File: src/rtl/ads127l1x_tdm_deserializer_v2_pkg.sv
// Shared types and constants for the ADS127L1x TDM deserializer:
// the FSM state encoding, legal-parameter limits and the bits-per-lane helper.
package ads127l1x_pkg;

  typedef enum logic [1:0] {
    IDLE  = 2'd0,
    SHIFT = 2'd1,
    LATCH = 2'd2
  } state_t;

  localparam int unsigned MAX_LANES       = 8;
  localparam int unsigned CHANNELS_L14    = 4;
  localparam int unsigned CHANNELS_L18    = 8;
  localparam int unsigned MIN_PACKET_BITS = 16;
  localparam int unsigned MAX_PACKET_BITS = 40;
  localparam int unsigned PACKET_STEP     = 8;
  localparam int unsigned MAX_FRAME_DCLKS = 65535;

  function automatic bit lane_count_legal(input int unsigned n);
    return (n == 1) || (n == 2) || (n == 4) || (n == MAX_LANES);
  endfunction

  function automatic bit channel_count_legal(input int unsigned n);
    return (n == CHANNELS_L14) || (n == CHANNELS_L18);
  endfunction

  function automatic bit packet_bits_legal(input int unsigned b);
    return (b >= MIN_PACKET_BITS) && (b <= MAX_PACKET_BITS) && ((b % PACKET_STEP) == 0);
  endfunction

  // Bits each DOUT lane carries per frame.
  function automatic int unsigned calc_bpl(input int unsigned channels,
                                           input int unsigned lanes,
                                           input int unsigned packet_bits);
    return (channels / lanes) * packet_bits;
  endfunction

endpackage

File: src/rtl/ads127l1x_tdm_deserializer_v2_if.sv
// ADC-side and result signals of the deserializer; master = ADC/consumer side,
// slave = the deserializer itself.
interface ads127l1x_tdm_deserializer_v2_if #(
  parameter int unsigned LANE_COUNT      = 4,
  parameter int unsigned CHANNEL_COUNT   = 8,
  parameter int unsigned BITS_PER_PACKET = 24
);

  logic                                       ADC_FSYNC;
  logic [LANE_COUNT-1:0]                      ADC_DOUT;
  logic                                       clear_errors;
  logic [CHANNEL_COUNT*BITS_PER_PACKET-1:0]   ch_packets;
  logic                                       data_ready;
  logic [15:0]                                frame_count;
  logic                                       resync_error;
  logic                                       frame_len_error;

  modport master (
    output ADC_FSYNC, ADC_DOUT, clear_errors,
    input  ch_packets, data_ready, frame_count, resync_error, frame_len_error
  );

  modport slave (
    input  ADC_FSYNC, ADC_DOUT, clear_errors,
    output ch_packets, data_ready, frame_count, resync_error, frame_len_error
  );

endinterface

File: src/rtl/ads127l1x_tdm_deserializer_v2_lane_shifter.sv
// One DOUT lane: MSB-first shift register, earliest bit ends up at dout[BPL-1].
module ads127l1x_lane_shifter #(
  parameter int unsigned BPL = 48
) (
  input  logic           clk,
  input  logic           reset,
  input  logic           shift_en,
  input  logic           din,
  output logic [BPL-1:0] dout
);

  always_ff @(posedge clk) begin
    if (reset) begin
      dout <= '0;
    end else if (shift_en) begin
      dout <= {dout[BPL-2:0], din};
    end
  end

endmodule

File: src/rtl/ads127l1x_tdm_deserializer_v2.sv
// ADS127L1x TDM DOUT deserializer: FSYNC-framed multi-lane capture into per-channel packets.
// Optional frame-length checker enabled by defining ADS127L1X_FRAME_LEN_CHECK_EN.
module ads127l1x_tdm_deserializer_v2
  import ads127l1x_pkg::*;
#(
  parameter int unsigned LANE_COUNT      = 4,
  parameter int unsigned CHANNEL_COUNT   = 8,
  parameter int unsigned BITS_PER_PACKET = 24,
  parameter int unsigned FRAME_DCLKS     = 0
) (
  input logic                             ADC_DCLK,
  input logic                             reset,
  ads127l1x_tdm_deserializer_v2_if.slave  adc
);

  localparam int unsigned CPL   = CHANNEL_COUNT / LANE_COUNT;
  localparam int unsigned BPL   = calc_bpl(CHANNEL_COUNT, LANE_COUNT, BITS_PER_PACKET);
  localparam int unsigned CNT_W = $clog2(BPL);
  localparam int unsigned PKT_W = CHANNEL_COUNT * BITS_PER_PACKET;
  localparam logic [CNT_W-1:0] LAST_BIT = CNT_W'(BPL - 1);
  localparam logic [CNT_W-1:0] FIRST_AFTER_MSB = CNT_W'(1);

  if (!lane_count_legal(LANE_COUNT)) begin : g_bad_lane_count
    $error("LANE_COUNT must be 1, 2, 4 or 8");
  end
  if (!channel_count_legal(CHANNEL_COUNT)) begin : g_bad_channel_count
    $error("CHANNEL_COUNT must be 4 or 8");
  end
  if (LANE_COUNT > CHANNEL_COUNT) begin : g_lanes_exceed_channels
    $error("LANE_COUNT must not exceed CHANNEL_COUNT");
  end
  if (!packet_bits_legal(BITS_PER_PACKET)) begin : g_bad_packet_bits
    $error("BITS_PER_PACKET must be 16, 24, 32 or 40");
  end
  if (FRAME_DCLKS > MAX_FRAME_DCLKS) begin : g_bad_frame_dclks
    $error("FRAME_DCLKS must fit in 16 bits");
  end

  state_t                            state;
  logic                              fsync_q;
  logic                              fsync_rise;
  logic [CNT_W-1:0]                  bit_cnt;
  logic                              shift_en;
  logic [LANE_COUNT-1:0][BPL-1:0]    lane_q;
  logic [PKT_W-1:0]                  latched;
  logic [PKT_W-1:0]                  ch_packets_q;
  logic                              data_ready_q;
  logic [15:0]                       frame_count_q;
  logic                              resync_q;

  assign fsync_rise = adc.ADC_FSYNC & ~fsync_q;
  // Any FSYNC rise samples the new MSB, whatever state we are in.
  assign shift_en   = fsync_rise | (state == SHIFT);

  for (genvar n = 0; n < LANE_COUNT; n++) begin : g_lane
    ads127l1x_lane_shifter #(.BPL(BPL)) u_shifter (
      .clk      (ADC_DCLK),
      .reset    (reset),
      .shift_en (shift_en),
      .din      (adc.ADC_DOUT[n]),
      .dout     (lane_q[n])
    );
  end

  // Lane n holds channels n*CPL.. in shift order, earliest packet in the top bits.
  always_comb begin
    latched = '0;
    for (int unsigned n = 0; n < LANE_COUNT; n++) begin
      for (int unsigned j = 0; j < CPL; j++) begin
        latched[(n*CPL + j)*BITS_PER_PACKET +: BITS_PER_PACKET] =
          lane_q[n][(CPL - j)*BITS_PER_PACKET - 1 -: BITS_PER_PACKET];
      end
    end
  end

  always_ff @(posedge ADC_DCLK) begin
    if (reset) begin
      state         <= IDLE;
      fsync_q       <= 1'b0;
      bit_cnt       <= '0;
      ch_packets_q  <= '0;
      data_ready_q  <= 1'b0;
      frame_count_q <= '0;
      resync_q      <= 1'b0;
    end else begin
      fsync_q      <= adc.ADC_FSYNC;
      data_ready_q <= 1'b0;

      if (fsync_rise && (state == SHIFT)) begin
        resync_q <= 1'b1;
      end else if (adc.clear_errors) begin
        resync_q <= 1'b0;
      end

      case (state)
        IDLE: begin
          if (fsync_rise) begin
            bit_cnt <= FIRST_AFTER_MSB;
            state   <= SHIFT;
          end
        end
        SHIFT: begin
          if (fsync_rise) begin
            bit_cnt <= FIRST_AFTER_MSB;
          end else if (bit_cnt == LAST_BIT) begin
            bit_cnt <= '0;
            state   <= LATCH;
          end else begin
            bit_cnt <= bit_cnt + CNT_W'(1);
          end
        end
        LATCH: begin
          ch_packets_q  <= latched;
          data_ready_q  <= 1'b1;
          frame_count_q <= frame_count_q + 16'd1;
          if (fsync_rise) begin
            bit_cnt <= FIRST_AFTER_MSB;
            state   <= SHIFT;
          end else begin
            bit_cnt <= '0;
            state   <= IDLE;
          end
        end
        default: begin
          bit_cnt <= '0;
          state   <= IDLE;
        end
      endcase
    end
  end

  assign adc.ch_packets   = ch_packets_q;
  assign adc.data_ready   = data_ready_q;
  assign adc.frame_count  = frame_count_q;
  assign adc.resync_error = resync_q;

`ifdef ADS127L1X_FRAME_LEN_CHECK_EN
  logic [15:0] len_cnt;
  logic        len_err_q;

  // len_cnt stays 0 until the first FSYNC rise, which leaves that rise unchecked.
  always_ff @(posedge ADC_DCLK) begin
    if (reset) begin
      len_cnt   <= '0;
      len_err_q <= 1'b0;
    end else begin
      if (fsync_rise) begin
        len_cnt <= 16'd1;
      end else if ((len_cnt != '0) && (len_cnt != '1)) begin
        len_cnt <= len_cnt + 16'd1;
      end

      if (fsync_rise && (len_cnt != '0) && (FRAME_DCLKS != 0) &&
          (len_cnt != 16'(FRAME_DCLKS))) begin
        len_err_q <= 1'b1;
      end else if (adc.clear_errors) begin
        len_err_q <= 1'b0;
      end
    end
  end

  assign adc.frame_len_error = len_err_q;
`else
  assign adc.frame_len_error = 1'b0;
`endif

endmodule

File: src/flat_wrapper.sv
// flat-port wrapper written by rule: the top's interface ports become plain ports
module ads127l1x_tdm_deserializer_v2_flat import ads127l1x_pkg::*;
#(
  parameter int unsigned LANE_COUNT      = 4,
  parameter int unsigned CHANNEL_COUNT   = 8,
  parameter int unsigned BITS_PER_PACKET = 24,
  parameter int unsigned FRAME_DCLKS     = 0
)
  (ADC_DCLK, reset, adc_ADC_FSYNC, adc_ADC_DOUT, adc_clear_errors, adc_ch_packets, adc_data_ready, adc_frame_count, adc_resync_error, adc_frame_len_error);
  ads127l1x_tdm_deserializer_v2_if #(.LANE_COUNT(LANE_COUNT), .CHANNEL_COUNT(CHANNEL_COUNT), .BITS_PER_PACKET(BITS_PER_PACKET)) adc_i ();
  input logic ADC_DCLK;
  input logic reset;
  input wire logic [$bits(adc_i.ADC_FSYNC)-1:0] adc_ADC_FSYNC;
  input wire logic [$bits(adc_i.ADC_DOUT)-1:0] adc_ADC_DOUT;
  input wire logic [$bits(adc_i.clear_errors)-1:0] adc_clear_errors;
  output wire logic [$bits(adc_i.ch_packets)-1:0] adc_ch_packets;
  output wire logic [$bits(adc_i.data_ready)-1:0] adc_data_ready;
  output wire logic [$bits(adc_i.frame_count)-1:0] adc_frame_count;
  output wire logic [$bits(adc_i.resync_error)-1:0] adc_resync_error;
  output wire logic [$bits(adc_i.frame_len_error)-1:0] adc_frame_len_error;
  assign adc_i.ADC_FSYNC = adc_ADC_FSYNC;
  assign adc_i.ADC_DOUT = adc_ADC_DOUT;
  assign adc_i.clear_errors = adc_clear_errors;
  assign adc_ch_packets = adc_i.ch_packets;
  assign adc_data_ready = adc_i.data_ready;
  assign adc_frame_count = adc_i.frame_count;
  assign adc_resync_error = adc_i.resync_error;
  assign adc_frame_len_error = adc_i.frame_len_error;
  ads127l1x_tdm_deserializer_v2 #(.LANE_COUNT(LANE_COUNT), .CHANNEL_COUNT(CHANNEL_COUNT), .BITS_PER_PACKET(BITS_PER_PACKET), .FRAME_DCLKS(FRAME_DCLKS)) u_core (.ADC_DCLK(ADC_DCLK), .reset(reset), .adc(adc_i));
endmodule
File: config.mk
export PLATFORM = sky130hd
export DESIGN_NAME = ads127l1x_tdm_deserializer_v2_flat
export DESIGN_NICKNAME = d
export VERILOG_FILES = /design/src/rtl/ads127l1x_tdm_deserializer_v2_pkg.sv /design/src/rtl/ads127l1x_tdm_deserializer_v2_if.sv /design/src/rtl/ads127l1x_tdm_deserializer_v2_lane_shifter.sv /design/src/rtl/ads127l1x_tdm_deserializer_v2.sv /design/src/flat_wrapper.sv
export SDC_FILE = /design/constraint.sdc
export NUM_CORES = 1
export LEC_CHECK = 0
export BUFFER_PORTS_ARGS = -buffer_cell sky130_fd_sc_hd__buf_2
export CAP_MARGIN = 5
export CORE_MARGIN = 1
export CORE_UTILIZATION = 56
export CTS_CLUSTER_DIAMETER = 200
export CTS_CLUSTER_SIZE = 28
export DETAILED_ROUTE_END_ITERATION = 10
export GPL_ROUTABILITY_DRIVEN = 0
export GPL_TIMING_DRIVEN = 0
export HOLD_SLACK_MARGIN = 0.15
export PLACE_DENSITY = 0.79
export SLEW_MARGIN = 10
export SYNTH_ARGS = -nofsm -noshare
export SYNTH_HDL_FRONTEND = slang
export SYNTH_SLANG_ARGS = --single-unit
File: constraint.sdc
create_clock -name ADC_DCLK -period 1.9 [get_ports ADC_DCLK]
set_input_delay 0 -clock ADC_DCLK [delete_from_list [all_inputs] [get_ports ADC_DCLK]]
set_output_delay 0 -clock ADC_DCLK [all_outputs]
set_load 0.02 [all_outputs]
Word-level counts from Yosys, hierarchy flattened
Cells that the tools add are included.
{"block": "totals", "ff_bits": 411, "output_inout_bits": 211, "wordCells": 39}
{"block": "op_classes", "addsub": 2, "eq_ne": 6, "n_mux": 13, "n_bitwise": 3, "n_reduce_logical": 4}
{"operator": "$mux W6", "n": 3}
{"operator": "$pmux W6 S3", "n": 1}
{"operator": "$add A16 B1 Y16 const B", "n": 1}
{"operator": "$add A6 B1 Y6 const B", "n": 1}
{"operator": "$eq A6 B6 Y1 const B", "n": 1}
{"operator": "$mux W2", "n": 3}
{"operator": "$pmux W2 S3", "n": 1}
{"operator": "$mux W1", "n": 5}
{"operator": "$ne A2 B2 Y1 const B", "n": 2}
{"operator": "$reduce_and A3 Y1", "n": 1}
{"operator": "$eq A2 B1 Y1 const B", "n": 1}
{"operator": "$eq A2 B2 Y1 const B", "n": 1}
{"operator": "$logic_not A2 Y1", "n": 1}
{"operator": "$ne A2 B1 Y1 const B", "n": 1}
{"operator": "$reduce_bool A2 Y1", "n": 1}
{"operator": "$and A1 B1 Y1", "n": 1}
{"operator": "$logic_and A1 B1 Y1", "n": 1}
{"operator": "$not A1 Y1", "n": 1}
{"operator": "$or A1 B1 Y1", "n": 1}

Longest topological paths before layout
Gate-level depths: netlist (run 1).
{"block": "depth", "depth_word": 4, "ltp_mapped": 7, "ltp_nobuf": 5}

Cells and area by module
From an unflattened synthesis (run 1), not the netlist that was laid out.
{"block": "unflattened", "hier_cells": 1592, "area_unflattened_um2": 14720.4}
{"mod": "ads127l1x_tdm_deserializer_v2", "instances": 1, "cells_each": 972, "area_per_inst_um2": 7803.7}
{"mod": "ads127l1x_lane_shifter", "instances": 4, "cells_each": 155, "area_per_inst_um2": 1729.2}

Worst setup path after synthesis (run 1)
No wires, ideal clock.
{"block": "synth_timing", "path_type": "register -> register", "startpoint": "reg u_core.frame_count_q[2], in the netlist u_core.adc.frame_count[2]", "endpoint": "reg u_core.frame_count_q[10], in the netlist u_core.adc.frame_count[10]", "setup_time_ns": 0.070, "t_arrival_ns": 1.412, "t_required_ns": 1.830, "path_slack_ns": 0.418, "path_stages_with_launch": 6, "path_buffers": 1, "path_cell_list": "dfxtp_1 -> and4_1 -> buf_2 -> nand2_1 -> or3_1 -> a21oi_1"}
{"block": "synth_between", "elab_chain_cells": 1}
{"element": "from (decl)", "line": "ads127l1x_tdm_deserializer_v2.sv:48", "source": "logic [15:0] frame_count_q;"}
{"element": "from (signal assigned)", "line": "ads127l1x_tdm_deserializer_v2.sv:115", "source": "frame_count_q <= frame_count_q + 16'd1;"}
{"element": "$add A16 B1 Y16", "line": "ads127l1x_tdm_deserializer_v2.sv:115"}
No other way between the ends.
A chain may end at the register's enable or synchronous reset.

Worst setup path in the final report (run 1)
{"block": "layout_timing", "startpoint": "reg u_core.state[1]", "endpoint": "reg u_core.ch_packets_q[75], in the netlist u_core.adc.ch_packets[75]"}
{"block": "layout_between", "elab_chain_cells": 1}
{"element": "from (decl)", "line": "ads127l1x_tdm_deserializer_v2.sv:39", "source": "state_t state;"}
{"element": "from (signal assigned)", "line": "ads127l1x_tdm_deserializer_v2.sv:78", "source": "state <= IDLE;"}
{"element": "from (signal assigned)", "line": "ads127l1x_tdm_deserializer_v2.sv:99", "source": "state <= SHIFT;"}
{"element": "from (signal assigned)", "line": "ads127l1x_tdm_deserializer_v2.sv:107", "source": "state <= LATCH;"}
{"element": "$eq A2 B2 Y1", "line": "ads127l1x_tdm_deserializer_v2.sv:95", "source": "case (state)"}
{"element": "to (signal assigned)", "line": "ads127l1x_tdm_deserializer_v2.sv:113", "source": "ch_packets_q <= latched;"}
{"element": "to (decl)", "line": "ads127l1x_tdm_deserializer_v2.sv:46", "source": "logic [PKT_W-1:0] ch_packets_q;"}
No other way between the ends.

==> results.toml, run 1 <==
[power]
power.density_nw_per_um2 = 831.3
p_total_uw = 13610
p_clk_frac = 0.323
switching_power_uw = 3049
p_leak_uw = 0.006062
power_frac_comb = 0.041
seqPwrFrac = 0.635
vdd_ir_drop_max_uv = 669.5
p_int_uw = 10560
swShare = 0.2240

[clock_tree]
htreeDepth = 1
clockBufferDepth = 3
tritoncts = "yes"
numCtsBuffers = 18
postCtsSetupRepairBufs = 0
clock_latency_ns = 0.52
numClockSinks = 411
root_buffer = "clkbuf_16"
clk_pin_slew_ns = 0.11

[timing]
max_slew_margin = 0.3420
finalMaxSlewViolations = 0
max_freq_mhz = 582.3
report.final.hold_viol_count = 0
finalSetupViolCount = 0
rsz0062_at_grt = "no"
timing.final.crit_share = 0.9039
fin_crit_ns = 1.717
skew_ns = 0.02086
tightest_slew_ns = 0.9870

[route]
drt_first_pass_iters = 5
drtIter0Drc = 870
wl_um = 33760
viasPerCell = 5.203
dr_total_vias = 12372
wl_per_cell_um = 14.20
postRouteAntennaNets = 0
drc = 0

[synthesis]
synthSimpleGateAreaFrac = 0.2279
synth.area.mux_share = 0.001486
synth_warnings = 0
netlist_area_um2 = 14310
synth_seq_area_share = 0.5749
synth_nets = 1815
syn_area_per_cell_um2 = 7.929
synth_compound_area_frac = 0.1422
synth-seq-cells = 411
synth_top_family_by_area = "simple AND/OR/NAND/NOR gates"
synthAdderAreaFrac = 0.001749
synth_cell_types = 30
synthXorXnorAreaFrac = 0.006732
netlist_instances = 1805

[setup_path]
crit_buf_inv = 4
worstPathRequired_ns = 2.34
crit_chain = "buf_4 > nor2b_1 > clkbuf_4 > clkbuf_4 > buf_4 > nand2_1 > a21oi_1"
crit_slowest_cell = "dfxtp_1"
cp.arrival_ns = 2.16
worstPathMaxFanout = 10
critical-path-top-delay-family = "buffers and inverters"
cp-end-kind = "flop"
start_kind = "flop"
max_stage_delay_ns = 0.32
worstSetupPathType = "flop to flop"

[final_layout]
syn2layout_area_growth_pct = 14.42
num_antenna_cells = 0
final_nets = 2058
final_util = 0.6521
drive_gt1_frac = 0.1543

[global_route]
grt_pass1_wl_um = 54210
grt_max_degree = 29
antenna_found_initial = 0
overflow = 0
groute.usage.overall = 0.2509
grt_pass1_vias = 11052

[flow_run]
cap_violations = 0

[die]
start_util = 0.5700
die_area_um2 = 26200
dieHeight_um = 161.9
ios = 219
coreArea_um2 = 25110
die_w_um = 161.9
row_count = 58

[status]
status = "finished, final reports clean"

[min_path]
hold_class = "input port to flop"

[placed_design]
hpwl_um = 24440
port_buffers = 217
## timing repair
item	in CTS	in global routing
endpoints found under the hold margin	15	0
endpoints found under the setup margin	0	161
resized for setup	0	6
hold buffers	7	0
## synthesized netlist by cell type (all sizes together)
| cell type | instances | area [µm²] |
|---|---|---|
| a211oi | 2 | 15.01 |
| a21oi | 394 | 1972 |
| a311oi | 2 | 17.52 |
| and2 | 2 | 12.51 |
| and4 | 3 | 26.28 |
| and4b | 1 | 10.01 |
| buf | 81 | 430.4 |
| clkbuf | 56 | 210.2 |
| conb | 1 | 3.750 |
| dfxtp | 411 | 8228 |
| ha | 2 | 25.02 |
| mux2 | 1 | 11.26 |
| mux2i | 1 | 10.01 |
| nand2 | 777 | 2917 |
| nand2b | 3 | 18.77 |
| nand3 | 8 | 45.04 |
| nand4 | 6 | 43.79 |
| nor2 | 19 | 71.32 |
| nor2b | 7 | 43.79 |
| nor3b | 3 | 22.52 |
| nor4 | 1 | 6.260 |
| o21ai | 6 | 30.03 |
| or3 | 6 | 37.54 |
| or4 | 1 | 7.510 |
| xnor2 | 1 | 8.760 |
| xor2 | 10 | 87.58 |
## metal layers
layer,up-vias,GRT usage,wire [µm]
li1,6269,-,-
met1,5743,0.3491,15500
met2,312,0.4126,15570
met3,48,0.03396,2021
met4,0,0.06089,664
met5,-,0,0
## cells in the final DEF (no fill, tap or decap), drive strengths merged
| master | n |
|---|---|
| buf | 294 |
| clkbuf | 78 |
| nand3 | 8 |
| dlygate4sd3 | 7 |
| or4 | 1 |
| conb | 1 |
| a21oi | 394 |
| nor2 | 19 |
| nor3b | 3 |
| and4b | 1 |
| ha | 2 |
| nor4 | 1 |
| a211oi | 2 |
| nand4 | 6 |
| nand2b | 3 |
| or3 | 6 |
| inv | 1 |
| and2 | 2 |
| dfxtp | 411 |
| and4 | 3 |
| mux2 | 1 |
| nand2 | 777 |
| a311oi | 2 |
| xor2 | 10 |
| nor2b | 7 |
| xnor2 | 1 |
| o21ai | 6 |
| mux2i | 1 |
## worst register-to-register path: stages (launching register included)
cell	delay, ns
dfxtp_1	0.32
buf_4	0.15
nor2b_1	0.18
clkbuf_4	0.27
clkbuf_4	0.30
buf_4	0.21
nand2_1	0.07
a21oi_1	0.15
## logic make-up (layout without fill, tap and decap cells)
| logic type | Yosys count | after routing |
|---|---|---|
| flip-flops | 411 | 411 |
| AND/OR/NAND/NOR | 837 | 837 |
| other | 1 | 1 |
| XOR/XNOR | 11 | 11 |
| AO/OA/AOI/OAI | 404 | 404 |
| adder cells (fa/ha/maj) | 2 | 2 |
| multiplexers | 2 | 2 |
| buffers and inverters | 137 | 380 |
## final cells by class
type                            instances  area (µm²)
Buffer                                136       648.1
Timing Repair Buffer                  224        1156
Sequential cell                       411        8228
Multi-Input combinational cell       1257        5443
Clock buffer                           19       475.5
Fill cell                            2222        8735
Tap cell                              330       412.9
Clock inverter                          1       11.26
## final timing paths
| kind | start | endpoint | slack, ns | depth (start not counted) |
|---|---|---|---|---|
| worst max-delay path | u_core.state[1] | u_core.adc.ch_packets[75] | 0.18 | 7 |
| worst min-delay path | adc_ADC_DOUT[2] | u_core.g_lane[2].u_shifter.dout[0] | 0.28 | 4 |
| worst max register to register | u_core.state[1] | u_core.adc.ch_packets[75] | 0.18 | 7 |
| worst min register to register | u_core.adc.ch_packets[44] | u_core.adc.ch_packets[44] | 0.46 | 2 |
## stage by stage
stage / instance area [µm²] / TNS (ns) / instances / hold WS [ns] / setup WS [ns]
final: 16370 / 0 / 2378 / 0.2776 / 0.1826
after global routing: 16370 / 0 / 2378 / 0.2946 / 0.03747
after CTS: 16370 / 0 / 2379 / 0.2599 / 0.03218
after detailed placement: 15810 / -31.05 / 2352 / 0.2528 / -0.2712
after global placement: 15810 / -38.09 / 2352 / 0.2485 / -0.2429
after floorplan: 14310 / 0 / 1805 / 0.1282 / 0.4178
## registers in the layout, indices dropped and copies added, names as in the netlist
register,count
u_core.adc.ch_packets,192
u_core.adc.data_ready,1
u_core.adc.frame_count,16
u_core.adc.resync_error,1
u_core.bit_cnt,6
u_core.fsync_q,1
u_core.g_lane.u_shifter.dout,192
u_core.state,2
## power groups by stage
stage	Combinational, µW	Clock, µW	Sequential, µW
after floorplan	368	0	8840
after global placement	541	0	8840
after detailed placement	547	0	8840
after CTS	560	4480	8650
after global routing	621	4770	8650
final	564	4400	8650
Note: power is estimated with default switching activity, not from simulation.
==> inputs of run 2 (changes only) <==
--- a/config.mk
+++ b/config.mk
@@ -7,15 +7,18 @@
 export LEC_CHECK = 0
 export BUFFER_PORTS_ARGS = -buffer_cell sky130_fd_sc_hd__buf_2
 export CAP_MARGIN = 5
+export CELL_PAD_IN_SITES_DETAIL_PLACEMENT = 1
+export CELL_PAD_IN_SITES_GLOBAL_PLACEMENT = 2
 export CORE_MARGIN = 1
-export CORE_UTILIZATION = 56
+export CORE_UTILIZATION = 33
 export CTS_CLUSTER_DIAMETER = 200
 export CTS_CLUSTER_SIZE = 28
 export DETAILED_ROUTE_END_ITERATION = 10
 export GPL_ROUTABILITY_DRIVEN = 0
 export GPL_TIMING_DRIVEN = 0
 export HOLD_SLACK_MARGIN = 0.15
-export PLACE_DENSITY = 0.79
+export PLACE_DENSITY_LB_ADDON = 0.1
+export REMOVE_ABC_BUFFERS = 1
 export SLEW_MARGIN = 10
 export SYNTH_ARGS = -nofsm -noshare
 export SYNTH_HDL_FRONTEND = slang
==> constraint.sdc (replaced) <==
create_clock -name ADC_DCLK -period 1.9 [get_ports ADC_DCLK]
set_input_delay 0 -clock ADC_DCLK [delete_from_list [all_inputs] [get_ports ADC_DCLK]]
set_output_delay 0 -clock ADC_DCLK [all_outputs]
set_load 0.05 [all_outputs]
==> results.toml, run 2 (synthesis gave the netlist of run 1 again) <==
[route]
viasPerCell = 4.745
drtIter0Drc = 643
drc = 0
wl_um = 37590
dr_total_vias = 11980
drt_first_pass_iters = 4
postRouteAntennaNets = 0
wl_per_cell_um = 14.89

[status]
status = "finished, final reports clean"

[clock_tree]
numClockSinks = 411
numCtsBuffers = 18
htreeDepth = 1
clock_latency_ns = 0.55
clockBufferDepth = 3
tritoncts = "yes"
clk_pin_slew_ns = 0.11
root_buffer = "clkbuf_16"

[global_route]
grt_pass1_wl_um = 61280
grt_max_degree = 133
groute.usage.overall = 0.1673
grt_use_met3 = 0.03903
use_met2 = 0.2906
grt_pass1_vias = 11790
grt_busiest_layer = "met2"
overflow = 0
use_met1 = 0.2094
antenna_found_initial = 0

[setup_path]
crit_path_frequent_cell = "buf_16"
cp.arrival_ns = 2.19
r2r_start = "u_core.fsync_q"
r2r_slack_ns = 0.12
cp-end-kind = "flop"
crit_path_start = "u_core.fsync_q"
max_stage_delay_ns = 0.38
crit_slowest_cell = "nor2b_1"
worstPathRequired_ns = 2.32
worstSetupPathType = "flop to flop"
start_kind = "flop"
crit_chain = "nor2b_1 > nor2_4 > buf_16 > buf_12 > buf_16 > buf_16 > nand2_1 > a21oi_1"
worstPathMaxFanout = 27
path_depth = 8
crit_buf_inv = 4
rr_worst_depth = 8
rr_endpoint = "u_core.g_lane[2].u_shifter.dout[15]"
critical-path-top-delay-family = "buffers and inverters"

[placed_design]
dp_cells = 2484
hpwl_um = 22820
port_buffers = 217

[timing]
report.final.hold_viol_count = 0
max_freq_mhz = 563.2
tightest_slew_ns = 0.6125
finalSetupViolCount = 0
rsz0062_at_grt = "no"
finalMaxSlewViolations = 0
skew_ns = 0.01786
fin_crit_ns = 1.776
timing.final.crit_share = 0.9345
max_slew_margin = 0.5917

[min_path]
hold_class = "input port to flop"
hold_depth = 4
min_from = "adc_ADC_DOUT[1]"
worstHoldEndpoint = "u_core.g_lane[1].u_shifter.dout[0]"

[final_layout]
syn2layout_area_growth_pct = 16.84
layout_common_cells = "776 x nand2_1, 409 x dfxtp_1, 394 x a21oi_1"
drive_gt1_frac = 0.1448
final_nets = 1958
layout_commonest_cell = "nand2_1"
num_antenna_cells = 0
stdcell_count = 2525

[die]
dieHeight_um = 210.3
die_w_um = 210.3
start_util = 0.3382
die_area_um2 = 44210
ios = 219
coreArea_um2 = 42320
row_count = 75

[power]
power.density_nw_per_um2 = 828.9
p_total_uw = 13860
p_leak_uw = 0.006012
vdd_ir_drop_max_uv = 501.2

[flow_run]
cap_violations = 0
[run 2: changes by cell type in the layout (fill, tap and decap cells not counted), moves of 2 or more]
cell	previous run	this run
buf_1	6	0
buf_12	0	10
buf_16	0	12
buf_2	275	216
clkbuf_1	54	0
clkbuf_4	4	0
dfxtp_1	411	409
dfxtp_4	0	2
[run 2: worst min-delay path, delay by kind of cell]
kind / cells / cell delay [ns]
AND/OR/NAND/NOR: 1 / 0.04
buffers and inverters: 2 / 0.65
AO/OA/AOI/OAI: 1 / 0.05
[run 2: area by class of cell]
| type | instances | area (µm²) |
|---|---|---|
| fillers | 5175 | 25600 |
| flip-flops and latches | 411 | 8235 |
| multi-input cells | 1259 | 5490 |
| repair buffers | 258 | 1787 |
| well taps | 577 | 721.9 |
| clock buffers | 19 | 475.5 |
| clock inverters | 1 | 11.26 |
[run 2: repair_timing]
item                                    in CTS  in global routing
cloned                                       2                  0
hold buffers                                 7                  0
endpoints found under the hold margin       80                  0
resized for setup                            4                  0
pin swaps                                    1                  0
endpoints found under the setup margin     354                 17
setup buffers                                8                  4
[run 2: metrics by stage]
step / worst slack, ns / cell area, µm² / utilization / hold slack (ns) / TNS (ns)
6_report: 0.1244 / 16720 / 0.3951 / 0.2365 / 0
5_1_grt: 0.009339 / 16720 / 0.3951 / 0.2188 / 0
4_1_cts: 0.05480 / 16690 / 0.3944 / 0.1925 / 0
3_5_place_dp: -0.3550 / 16050 / 0.3792 / 0.2470 / -58.38
3_3_place_gp: -12.27 / 15480 / 0.3657 / 0.2398 / -4254.20
2_1_floorplan: -5.835 / 13670 / - / 0.06907 / -2013.05
[run 2: power by group]
group | switching, µW | internal (µW) | leakage, µW
combinational | 460 | 164 | 0.00246
clock | 2770 | 1820 | 0.000240
sequential | 16.0 | 8630 | 0.00331
[run 2: how the worst max path moves through the flow]
stage | to | slack, ns
global route | u_core.g_lane[2].u_shifter.dout[12] | 0.009
finish | u_core.g_lane[2].u_shifter.dout[15] | 0.12
global placement | u_core.adc.frame_count[5] | -12.27
floorplan | u_core.adc.frame_count[4] | -5.84
CTS | u_core.g_lane[2].u_shifter.dout[23] | 0.05
detailed placement | u_core.adc.ch_packets[170] | -0.36
[run 2: routing by layer]
layer  vias up  routed length [µm]
met5         -                   0
met3        29                1975
met4         0                 537
met1      5753               17280
met2       140               17800
li1       6058                   -
